File: src/rtl/dmem_port_arbiter_if.sv
// Signal bundle between the two DMEM requesters, the arbiter and the memory array.
// The arbiter sits on the slave modport; requesters and memory sit on the master modport.
interface dmem_port_arbiter_if #(
  parameter int ADDR_W = 64,
  parameter int DATA_W = 64
);
  logic [1:0]          req_valid;
  logic [1:0]          req_ready;
  logic [1:0]          req_we;
  logic [1:0]          req_lock;
  logic [2*ADDR_W-1:0] req_addr;
  logic [2*DATA_W-1:0] req_wdata;
  logic [1:0]          rsp_valid;
  logic [1:0]          rsp_err;
  logic [DATA_W-1:0]   rsp_rdata;
  logic                mem_en;
  logic                mem_we;
  logic [ADDR_W-1:0]   mem_addr;
  logic [DATA_W-1:0]   mem_wdata;
  logic [DATA_W-1:0]   mem_rdata;

  modport slave (
    input  req_valid, req_we, req_lock, req_addr, req_wdata, mem_rdata,
    output req_ready, rsp_valid, rsp_err, rsp_rdata, mem_en, mem_we, mem_addr, mem_wdata
  );

  modport master (
    output req_valid, req_we, req_lock, req_addr, req_wdata, mem_rdata,
    input  req_ready, rsp_valid, rsp_err, rsp_rdata, mem_en, mem_we, mem_addr, mem_wdata
  );
endinterface

File: src/rtl/dmem_port_arbiter.sv
// Round-robin arbiter sharing one 64-bit data memory between the core MEM stage (port 0) and the
// debug loader (port 1), with a bounded lock for atomic sequences and misalignment rejection.
module dmem_port_arbiter #(
  parameter int ADDR_W   = 64,
  parameter int DATA_W   = 64,
  parameter int LOCK_MAX = 16
) (
  input  logic               i_clk,
  input  logic               i_rst,
  dmem_port_arbiter_if.slave bus
);

  localparam int CNT_W = $clog2(LOCK_MAX + 1);

  typedef enum logic [1:0] {
    ARB   = 2'd0,
    LOCK0 = 2'd1,
    LOCK1 = 2'd2
  } state_t;

  state_t           r_state;
  state_t           w_state_nxt;
  logic             r_ptr;
  logic             w_ptr_nxt;
  logic [CNT_W-1:0] r_lock_cnt;
  logic [CNT_W-1:0] w_lock_cnt_nxt;

  logic             r_rsp_vld;
  logic             r_rsp_owner;
  logic             r_rsp_err;
  logic             r_rsp_load;

  logic             w_grant;
  logic             w_win;
  logic [ADDR_W-1:0] w_addr;
  logic [DATA_W-1:0] w_wdata;
  logic             w_we;
  logic             w_misaligned;
  logic             w_mem_go;
  logic             w_rsp_live;
  logic [1:0]       w_rsp_onehot;

  always_ff @(posedge i_clk) begin
    if (!i_rst) begin
      r_state     <= ARB;
      r_ptr       <= 1'b0;
      r_lock_cnt  <= '0;
      r_rsp_vld   <= 1'b0;
      r_rsp_owner <= 1'b0;
      r_rsp_err   <= 1'b0;
      r_rsp_load  <= 1'b0;
    end else begin
      r_state     <= w_state_nxt;
      r_ptr       <= w_ptr_nxt;
      r_lock_cnt  <= w_lock_cnt_nxt;
      r_rsp_vld   <= w_grant;
      r_rsp_owner <= w_win;
      r_rsp_err   <= w_grant && w_misaligned;
      r_rsp_load  <= w_mem_go && !w_we;
    end
  end

  // A lock owner reaching LOCK_MAX is evicted that cycle even if it is requesting.
  always_comb begin
    w_grant        = 1'b0;
    w_win          = r_ptr;
    w_state_nxt    = r_state;
    w_ptr_nxt      = r_ptr;
    w_lock_cnt_nxt = r_lock_cnt;
    unique case (r_state)
      ARB: begin
        if (bus.req_valid[r_ptr]) begin
          w_grant = 1'b1;
          w_win   = r_ptr;
        end else if (bus.req_valid[~r_ptr]) begin
          w_grant = 1'b1;
          w_win   = ~r_ptr;
        end
        if (w_grant) begin
          w_ptr_nxt = ~w_win;
          if (bus.req_lock[w_win]) begin
            w_state_nxt    = w_win ? LOCK1 : LOCK0;
            w_lock_cnt_nxt = CNT_W'(1);
          end
        end
      end
      LOCK0, LOCK1: begin
        w_win = (r_state == LOCK1);
        if (r_lock_cnt == CNT_W'(LOCK_MAX)) begin
          w_state_nxt    = ARB;
          w_ptr_nxt      = ~w_win;
          w_lock_cnt_nxt = '0;
        end else begin
          w_lock_cnt_nxt = r_lock_cnt + CNT_W'(1);
          if (bus.req_valid[w_win]) begin
            w_grant   = 1'b1;
            w_ptr_nxt = ~w_win;
            if (!bus.req_lock[w_win]) begin
              w_state_nxt    = ARB;
              w_lock_cnt_nxt = '0;
            end
          end
        end
      end
      default: begin
        w_state_nxt    = ARB;
        w_lock_cnt_nxt = '0;
      end
    endcase
    if (!i_rst) begin
      w_grant = 1'b0;
    end
  end

  assign w_addr       = w_win ? bus.req_addr[2*ADDR_W-1:ADDR_W]  : bus.req_addr[ADDR_W-1:0];
  assign w_wdata      = w_win ? bus.req_wdata[2*DATA_W-1:DATA_W] : bus.req_wdata[DATA_W-1:0];
  assign w_we         = bus.req_we[w_win];
  assign w_misaligned = |w_addr[2:0];
  assign w_mem_go     = w_grant && !w_misaligned;

  assign bus.req_ready = w_grant ? (w_win ? 2'b10 : 2'b01) : 2'b00;
  assign bus.mem_en    = w_mem_go;
  assign bus.mem_we    = w_mem_go && w_we;
  assign bus.mem_addr  = w_mem_go ? w_addr  : '0;
  assign bus.mem_wdata = w_mem_go ? w_wdata : '0;

  // Responses still in the pipe while reset is held are suppressed and then flushed.
  assign w_rsp_live    = r_rsp_vld && i_rst;
  assign w_rsp_onehot  = r_rsp_owner ? 2'b10 : 2'b01;
  assign bus.rsp_valid = w_rsp_live ? w_rsp_onehot : 2'b00;
  assign bus.rsp_err   = (w_rsp_live && r_rsp_err) ? w_rsp_onehot : 2'b00;
  assign bus.rsp_rdata = (w_rsp_live && r_rsp_load) ? bus.mem_rdata : '0;

endmodule

File: src/flat_wrapper.sv
// flat-port wrapper written by rule: the top's interface ports become plain ports
module dmem_port_arbiter_flat 
#(
  parameter int ADDR_W   = 64,
  parameter int DATA_W   = 64,
  parameter int LOCK_MAX = 16
)
  (i_clk, i_rst, bus_req_valid, bus_req_we, bus_req_lock, bus_req_addr, bus_req_wdata, bus_mem_rdata, bus_req_ready, bus_rsp_valid, bus_rsp_err, bus_rsp_rdata, bus_mem_en, bus_mem_we, bus_mem_addr, bus_mem_wdata);
  dmem_port_arbiter_if #(.ADDR_W(ADDR_W), .DATA_W(DATA_W)) bus_i ();
  input  logic i_clk;
  input  logic i_rst;
  input wire logic [$bits(bus_i.req_valid)-1:0] bus_req_valid;
  input wire logic [$bits(bus_i.req_we)-1:0] bus_req_we;
  input wire logic [$bits(bus_i.req_lock)-1:0] bus_req_lock;
  input wire logic [$bits(bus_i.req_addr)-1:0] bus_req_addr;
  input wire logic [$bits(bus_i.req_wdata)-1:0] bus_req_wdata;
  input wire logic [$bits(bus_i.mem_rdata)-1:0] bus_mem_rdata;
  output wire logic [$bits(bus_i.req_ready)-1:0] bus_req_ready;
  output wire logic [$bits(bus_i.rsp_valid)-1:0] bus_rsp_valid;
  output wire logic [$bits(bus_i.rsp_err)-1:0] bus_rsp_err;
  output wire logic [$bits(bus_i.rsp_rdata)-1:0] bus_rsp_rdata;
  output wire logic [$bits(bus_i.mem_en)-1:0] bus_mem_en;
  output wire logic [$bits(bus_i.mem_we)-1:0] bus_mem_we;
  output wire logic [$bits(bus_i.mem_addr)-1:0] bus_mem_addr;
  output wire logic [$bits(bus_i.mem_wdata)-1:0] bus_mem_wdata;
  assign bus_i.req_valid = bus_req_valid;
  assign bus_i.req_we = bus_req_we;
  assign bus_i.req_lock = bus_req_lock;
  assign bus_i.req_addr = bus_req_addr;
  assign bus_i.req_wdata = bus_req_wdata;
  assign bus_i.mem_rdata = bus_mem_rdata;
  assign bus_req_ready = bus_i.req_ready;
  assign bus_rsp_valid = bus_i.rsp_valid;
  assign bus_rsp_err = bus_i.rsp_err;
  assign bus_rsp_rdata = bus_i.rsp_rdata;
  assign bus_mem_en = bus_i.mem_en;
  assign bus_mem_we = bus_i.mem_we;
  assign bus_mem_addr = bus_i.mem_addr;
  assign bus_mem_wdata = bus_i.mem_wdata;
  dmem_port_arbiter #(.ADDR_W(ADDR_W), .DATA_W(DATA_W), .LOCK_MAX(LOCK_MAX)) u_core (.i_clk(i_clk), .i_rst(i_rst), .bus(bus_i));
endmodule
File: config.mk
export PLATFORM = sky130hd
export DESIGN_NAME = dmem_port_arbiter_flat
export DESIGN_NICKNAME = d
export VERILOG_FILES = /design/src/rtl/dmem_port_arbiter_if.sv /design/src/rtl/dmem_port_arbiter.sv /design/src/flat_wrapper.sv
export SDC_FILE = /design/constraint.sdc
export NUM_CORES = 1
export LEC_CHECK = 0
export CELL_PAD_IN_SITES_DETAIL_PLACEMENT = 1
export CELL_PAD_IN_SITES_GLOBAL_PLACEMENT = 1
export CORE_AREA = 2 2 205 207
export DETAILED_ROUTE_END_ITERATION = 8
export DIE_AREA = 0 0 207 209
export DONT_BUFFER_PORTS = 1
export PLACE_DENSITY = 0.3
export SETUP_SLACK_MARGIN = 0.15
export SYNTH_ARGS = -nofsm -noshare
export SYNTH_HDL_FRONTEND = slang
export SYNTH_SLANG_ARGS = --single-unit
File: constraint.sdc
create_clock -name i_clk -period 2 [get_ports i_clk]
set_input_delay 0.2 -clock i_clk [delete_from_list [all_inputs] [get_ports i_clk]]
set_output_delay 0.2 -clock i_clk [all_outputs]
set_load 0.005 [all_outputs]
==> results.md, run 1 <==
- VDD IR-drop max: 671 µV
- Antenna violations before repair: 5
- CP max FO: 14
- Min Clock Period, post-route: approximately 2.2 ns
- Pwr per Cell Area: 1330 nW/µm²
- Final ANT Viol Nets: 0
- CTS Hold Bufs: 0
- Largest cells by area after synthesis: nand3_1 (36%), a21oi_1 (18%), and2_1 (12%)
- Initial DRC count: between 150 and 200
- First-pass GRT wire length: around 37000 µm
- Gpl congestion: a little under 0.8
- GRT overflow: 0
- Fmax: between 400 and 500 MHz
- Fin Hold WS: slightly above 0.08 ns
- Cells after synthesis: ~630
- CP Launch Type: flop
- 1st-pass router iterations: 4
- Initial core utilization: approximately 8.6%
- Unrepaired setup endpoints after global routing: true
- Setup Skew: approximately 0.0023 ns
- Failing checks: setup timing
- Drt via density: 4.36
- Post-Route WL: ~29000 µm
- Design Power: 8370 µW
- Drt drc: 0
- CP Capture Type: output pin
- Final HPWL DP: around 21000 µm
- CTS Root Buffer Type: clkbuf_16
- Status: finished, violations left
- GRT Util Overall: 11.4%
- Pre-CTS setup slack: -0.0712 ns
- Die ar.: about 43000 µm²
- Sequential-to-total area share from yosys stat: 6.78%
- CTS tree: built
- Worst hold path type: primary input to flop
- Clock-pin slew on the worst setup and hold paths: 0.05 ns
- Synth area leader: nand3_1
- Global Route met1 Usage: a little over a tenth
- CTS Buffer Depth: 2
- CTS H-tree depth: 1
- Clk_lat worst skew: 0.24 ns
- Chip Height: 209 µm
- Finished Core Util: roughly 15%
- GR Layer Usage met2: about 23%
- Largest net degree at the start of global routing: between 60 and 70
- Final setup violation count: 129
- PnR worst setup slack: -0.183 ns
- Most Used Layer, Global Route: met2
- Final period util: 109%
- WP data required: roughly 1.8 ns
- Nets: about 1000
- Core box area: about 41000 µm²
- I/O pins: about 530
- Grt met3 use: about 2.4%
- Setup CP Type: flop to output pin
- Die Width: 207 µm
- Via count: ~5300
- Share of the synthesized area in the top cell type: a little over a third
- Post-Place Cells: about 1200
- Site Rows: 75
- Syn Area/Cell: about 5.6 µm²
- Final Hold Viols: 0
- Critical path arrival: slightly below 2 ns
- Yosys reg bits: 12
- Drt wl/cell: about 24 µm
- Yosys warnings: 0
- Clock sinks: 12
- Netlist Area Pre-Place: 3540 µm²
- Reported max-cap violation count: 0
- Layout cells sized above 1: about 44%
- Area grow syn2layout: 77.4%
- Port Buf Inserts: 0
- Slew Viols, Final: 0
- Non-Filler Instances: 1209
- CTS Buf Count: 3
- Number of global-route vias before repair: between 5000 and 6000
- Leak Pwr: 0.00163 µW
- Yosys cell types: 41
-- sequential cells by signal (all words and copies together), names as in the netlist --
| signal | flops |
|---|---|
| u_core.r_lock_cnt | 5 |
| u_core.r_state | 2 |
| u_core.r_rsp_err | 1 |
| u_core.r_rsp_vld | 1 |
| u_core.r_rsp_load | 1 |
| u_core.r_ptr | 1 |
| u_core.r_rsp_owner | 1 |
-- final cells by class --
class                      instances  area (µm²)
clock buffer                       4        88.8
inverter                          10        42.5
multi-input combinational        526        3720
fill                            4956       35000
sequential                        12         248
antenna                            5        12.5
tap                              539         674
timing repair buffer             113        1500
-- per-stage QoR --
step / instance area [µm²] / TNS (ns)
after CTS: 5700 / -19.72
final: 6280 / -14.51
after detailed placement: 4680 / -0.807
after global routing: 6280 / -24.43
after global placement: 4680 / -0.704
after floorplan: 3570 / 0
-- worst max-delay path, cell delays in order (launching register included) --
cell       delay [ns]
dfxtp_2          0.33
inv_4            0.09
ha_4             0.15
inv_2            0.06
o31ai_4          0.25
buf_12           0.17
buf_16           0.17
clkbuf_16        0.19
nand3_1          0.10
a21oi_2          0.18
-- synth_stat cells --
cell	instances
a21boi_0	1
a21o_1	1
a21oi_1	130
a21oi_2	1
a22oi_1	1
a31oi_1	2
a32oi_1	1
a41oi_1	3
and2_1	68
and2b_1	1
and3_1	2
and3b_1	1
and4b_1	1
buf_2	21
buf_4	17
buf_6	1
clkbuf_1	42
clkbuf_2	1
conb_1	1
dfxtp_1	12
ha_1	5
inv_1	10
mux2i_1	2
nand2_1	11
nand2b_1	1
nand3_1	257
nand3b_1	2
nand4_1	1
nand4bb_2	1
nor2_1	5
nor2b_1	6
nor3_1	2
nor4b_1	2
o2111ai_1	1
o21ai_0	8
o221a_2	1
o221ai_2	1
o22ai_1	1
o31a_2	1
o31ai_4	1
or3b_2	1
-- what timing repair did --
item,in CTS,in global routing
endpoints found under the setup margin,138,138
buffers inserted,10,7
cloned,4,9
gates resized for setup,168,65
pin swaps,23,25
-- cell usage in the layout, fill, tap and decap left out, types with 5 or more instances in the layout --
master,netlist,routed
nand3_1,257,225
a21oi_2,1,101
and2_1,68,68
buf_4,17,52
nand3_2,0,31
buf_12,0,24
buf_6,1,21
a21oi_4,0,18
a21oi_1,130,12
nand2_1,11,11
clkbuf_16,0,9
dfxtp_1,12,8
inv_1,10,7
o21ai_0,8,7
buf_16,0,7
nor2b_1,6,6
diode_2,0,5
-- report_power, final --
group / switching (µW) / internal, µW / leakage, µW
Clock: 116 / 303 / 0.0000442
Combinational: 4010 / 3570 / 0.00148
Sequential: 61.2 / 314 / 0.000100
Total: 4190 / 4190 / 0.00163
-- final timing paths --
path	from	to	slack, ns	depth (start not counted)
worst max-delay path	u_core.r_state[0]	bus_mem_wdata[57]	-0.18	9
worst min-delay path	i_rst	u_core.r_rsp_owner	0.08	1
worst max register to register	u_core.r_lock_cnt[0]	u_core.r_rsp_err	0.19	9
worst min register to register	u_core.r_lock_cnt[4]	u_core.r_lock_cnt[4]	0.57	2
-- layer usage --
layer	vias to the layer above	share of wire (%)
met3	63	6.8
met5	-	0
met2	380	55
met1	2491	32
met4	0	6.1
li1	2339	-
-- cell families (layout without fill, tap and decap cells) --
group,count (synthesis),count (layout),share of synthesized area (%)
simple gates,362,362,54.5
compound gates,154,154,23.8
buf+inv,92,127,12.5
flops,12,12,6.78
fa+ha+maj,5,5,1.77
mux,2,2,0.565
other cells,1,8,0.106
Power figures use the tool's default switching activity.
==> run 2: changes to the inputs <==
--- a/config.mk
+++ b/config.mk
@@ -7,9 +7,9 @@
 export LEC_CHECK = 0
 export CELL_PAD_IN_SITES_DETAIL_PLACEMENT = 1
 export CELL_PAD_IN_SITES_GLOBAL_PLACEMENT = 1
-export CORE_AREA = 2 2 205 207
+export CORE_AREA = 2 2 203 205
 export DETAILED_ROUTE_END_ITERATION = 8
-export DIE_AREA = 0 0 207 209
+export DIE_AREA = 0 0 205 207
 export DONT_BUFFER_PORTS = 1
 export PLACE_DENSITY = 0.3
 export SETUP_SLACK_MARGIN = 0.15
==> constraint.sdc (replaced) <==
create_clock -name i_clk -period 2.7 [get_ports i_clk]
set_input_delay 0.27 -clock i_clk [delete_from_list [all_inputs] [get_ports i_clk]]
set_output_delay 0.27 -clock i_clk [all_outputs]
set_load 0.005 [all_outputs]
==> run 2 against run 1 <==
Effect of this change:
- the run now ends clean
- clock power shrank 26%
- flip-flop and latch count did not move
- power decreased by 53%
- worst hold slack improved by 0.075 ns
- clock skew fell by 0.0015 ns
- wire length fell by 16%
- final area is 25% lower
- sequential power decreased by 27%
- first-iteration DRC count grew 9.7%
- non-clock buffer count down 54
- global-route usage fell by 1.5 points
- critical path type unchanged
==> results.md, run 2 (same netlist as run 1, synthesis figures left out) <==
- Status: finished clean
- Setup CP Type: flop to output pin
- Port Buf Inserts: 0 (unchanged)
- CTS tree: built
- Pre-CTS setup slack: 0.228 ns (+0.299 ns)
- Final setup violation count: 0 (-100%)
- Min Clock Period, post-route: ~2.4 ns
- Switching power: 2190 µW (-48%)
- Final ANT Viol Nets: 0 (unchanged)
- CP Capture Type: output pin
- Total Neg Setup Slack: 0 ns (+14.51 ns)
- Drt wl/cell: 21.3 µm (-11%)
- Largest register FFs: 5 (unchanged)
- Initial DRC count: 215 (+9.7%)
- Leak Pwr: 0.00122 µW (-25%)
- Largest Register: u_core.r_lock_cnt
- Filler Cell Count: 4986 (+0.61%)
- Clk_lat worst skew: 0.24 ns (about the same)
- I/O pins: 528 (unchanged)
- Most common cell after layout, fill and taps aside: nand3_1
- Number of global-route vias before repair: 4746 (-14%)
- GRT Util Overall: 9.82% (-1.5 points)
- Clock sinks: 12 (unchanged)
- Drt drc: 0 (unchanged)
- WP data required: 2.43 ns (+0.63 ns)
- Pwr per Cell Area: 844 nW/µm² (-37%)
- Antenna violations before repair: 3 (-2)
- DP Area: 4250 µm² (-9.2%)
- GRT overflow: 0 (unchanged)
- Fmax: a little over 400 MHz
- Final period util: a little under 90%
- First-pass GRT wire length: 31900 µm (-14%)
- Clock network power share: 7.8% (+2.8 points)
- Core box area: 40400 µm² (-2.2%)
- Crit-path slowest cell: dfxtp_2
- Fin Hold WS: 0.156 ns (+0.0749 ns)
- Slowest stage delay, CP: 0.41 ns (+0.08 ns)
- Chip Height: 207 µm (-0.96%)
- Reported max-cap violation count: 0 (unchanged)
- Area grow syn2layout: 32.4%
- Layout cells sized above 1: 13.1% (-31 points)
- Setup Skew: 0.000743 ns (-0.00153 ns)
- CTS Buffer Depth: 2 (unchanged)
- Largest registers: u_core.r_lock_cnt x5, u_core.r_state x2
- Switch share: 55.4% (+5.4 points)
- Logic gate share of total power: 85.2% (-5.3 points)
- VDD IR-drop max: 395 µV (-41%)
- Post-Layout Inst Area: 4690 µm² (-25%)
- Nets: 945 (-5.4%)
- Most frequent cells in the layout: nand3_1 (256), a21oi_1 (129), and2_1 (68)
- 1st-pass router iterations: 4 (unchanged)
- Clock-pin slew on the worst setup and hold paths: 0.05 ns (about the same)
- CTS Root Buffer Type: clkbuf_16
- P_int: 1770 µW (-58%)
- Largest net degree at the start of global routing: 84 (+29%)
- Die ar.: 42400 µm² (-1.9%)
- Unrepaired setup endpoints after global routing: true
- CP max FO: 25 (+11)
- CTS H-tree depth: 1 (unchanged)
- Post-Route WL: 24300 µm (-16%)
- Site Rows: 74 (-1.3%)
- Via count: 4960 (-5.9%)
- Critical path arrival: 2.15 ns (+0.17 ns)
- Gpl congestion: 0.757 (-4.3%)
- Drt via density: 4.34 (-0.59%)
- Final Hold Viols: 0 (unchanged)
- Worst hold path type: primary input to flop
- Initial core utilization: 8.77% (+0.20 points)
- Final HPWL DP: 18300 µm (-14%)
- Die Width: 205 µm (-0.97%)
- CP Launch Type: flop
- PnR worst setup slack: 0.282 ns (+0.466 ns)
- Design Power: 3960 µW (-53%)
- Slew Viols, Final: 0 (unchanged)
- Flop pwr share: 7.0% (+2.5 points)
- CTS Buf Count: 3 (unchanged)
- Sequential cell area: 241 µm² (-2.5%)
- Multi-input combinational cell area: 2920 µm² (-21%)
- CP Cell Sequence: inv_1, ha_4, a31oi_1, o22ai_2, nand3_4, buf_4, buf_12, clkbuf_16, a21oi_1
## run 2: changes by cell type in the layout (fill, tap and decap cells not counted), moves of 4 or more
cell,delta
a21oi_1,+117
a21oi_2,-99
a21oi_4,-18
buf_12,-12
buf_16,-5
buf_4,-12
buf_6,-21
diode_2,-4
nand3_1,+31
nand3_2,-31
## run 2: final timing paths
kind | startpoint | endpoint | slack, ns | cells after the start
min reg2reg | u_core.r_lock_cnt[1] | u_core.r_lock_cnt[1] | 0.51 | 2
max | u_core.r_state[1] | bus_mem_wdata[26] | 0.28 | 9
max reg2reg | u_core.r_state[0] | u_core.r_state[0] | 0.76 | 7
min | i_rst | u_core.r_rsp_owner | 0.16 | 1
## run 2: through the flow
| stage | utilization [%] | cells |
|---|---|---|
| finish | 11.6 | 1144 |
| global route | 11.6 | 1144 |
| CTS | 11.0 | 1131 |
| detailed placement | 10.5 | 1120 |
| global placement | 10.5 | 1120 |
| floorplan | - | 630 |
## run 2: layout make-up
class                      count  area share [%]
clock buffer                   4            1.89
antenna                        1          0.0534
multi-input combinational    526            62.4
inverter                      10           0.801
tap                          532            14.2
timing repair buffer          59            15.5
sequential                    12            5.15
## run 2: routing by layer
metal | track usage, % | up-vias | share of wire [%]
met2 | 19.5 | 350 | 53
met4 | 1.79 | 2 | 1.7
li1 | - | 2215 | -
met3 | 1.48 | 24 | 7.3
met1 | 10.9 | 2369 | 38
met5 | 0 | - | 0.053
## run 2: power by group through the flow
stage | registers [µW] | logic, µW | clock network, µW
after floorplan | 261 | 1870 | 0
after global placement | 274 | 2850 | 0
after detailed placement | 273 | 2800 | 0
after CTS | 271 | 3100 | 321
after global routing | 282 | 3670 | 334
final | 276 | 3370 | 309
## run 2: what timing repair did
item                       4_1_cts  5_1_grt
pin swaps                        2        1
cloned                           1        4
setup endpoints to repair      125       93
hold buffers                     0        0
setup buffers                    6        8
resized for setup                2        8
## run 2: worst max-delay path, delay by kind of cell (launching register included)
family / cells / cell delay [ns]
AO/OA/AOI/OAI: 3 / 0.50
adder cells (fa/ha/maj): 1 / 0.28
buffers and inverters: 4 / 0.60
flip-flops: 1 / 0.41
AND/OR/NAND/NOR: 1 / 0.10
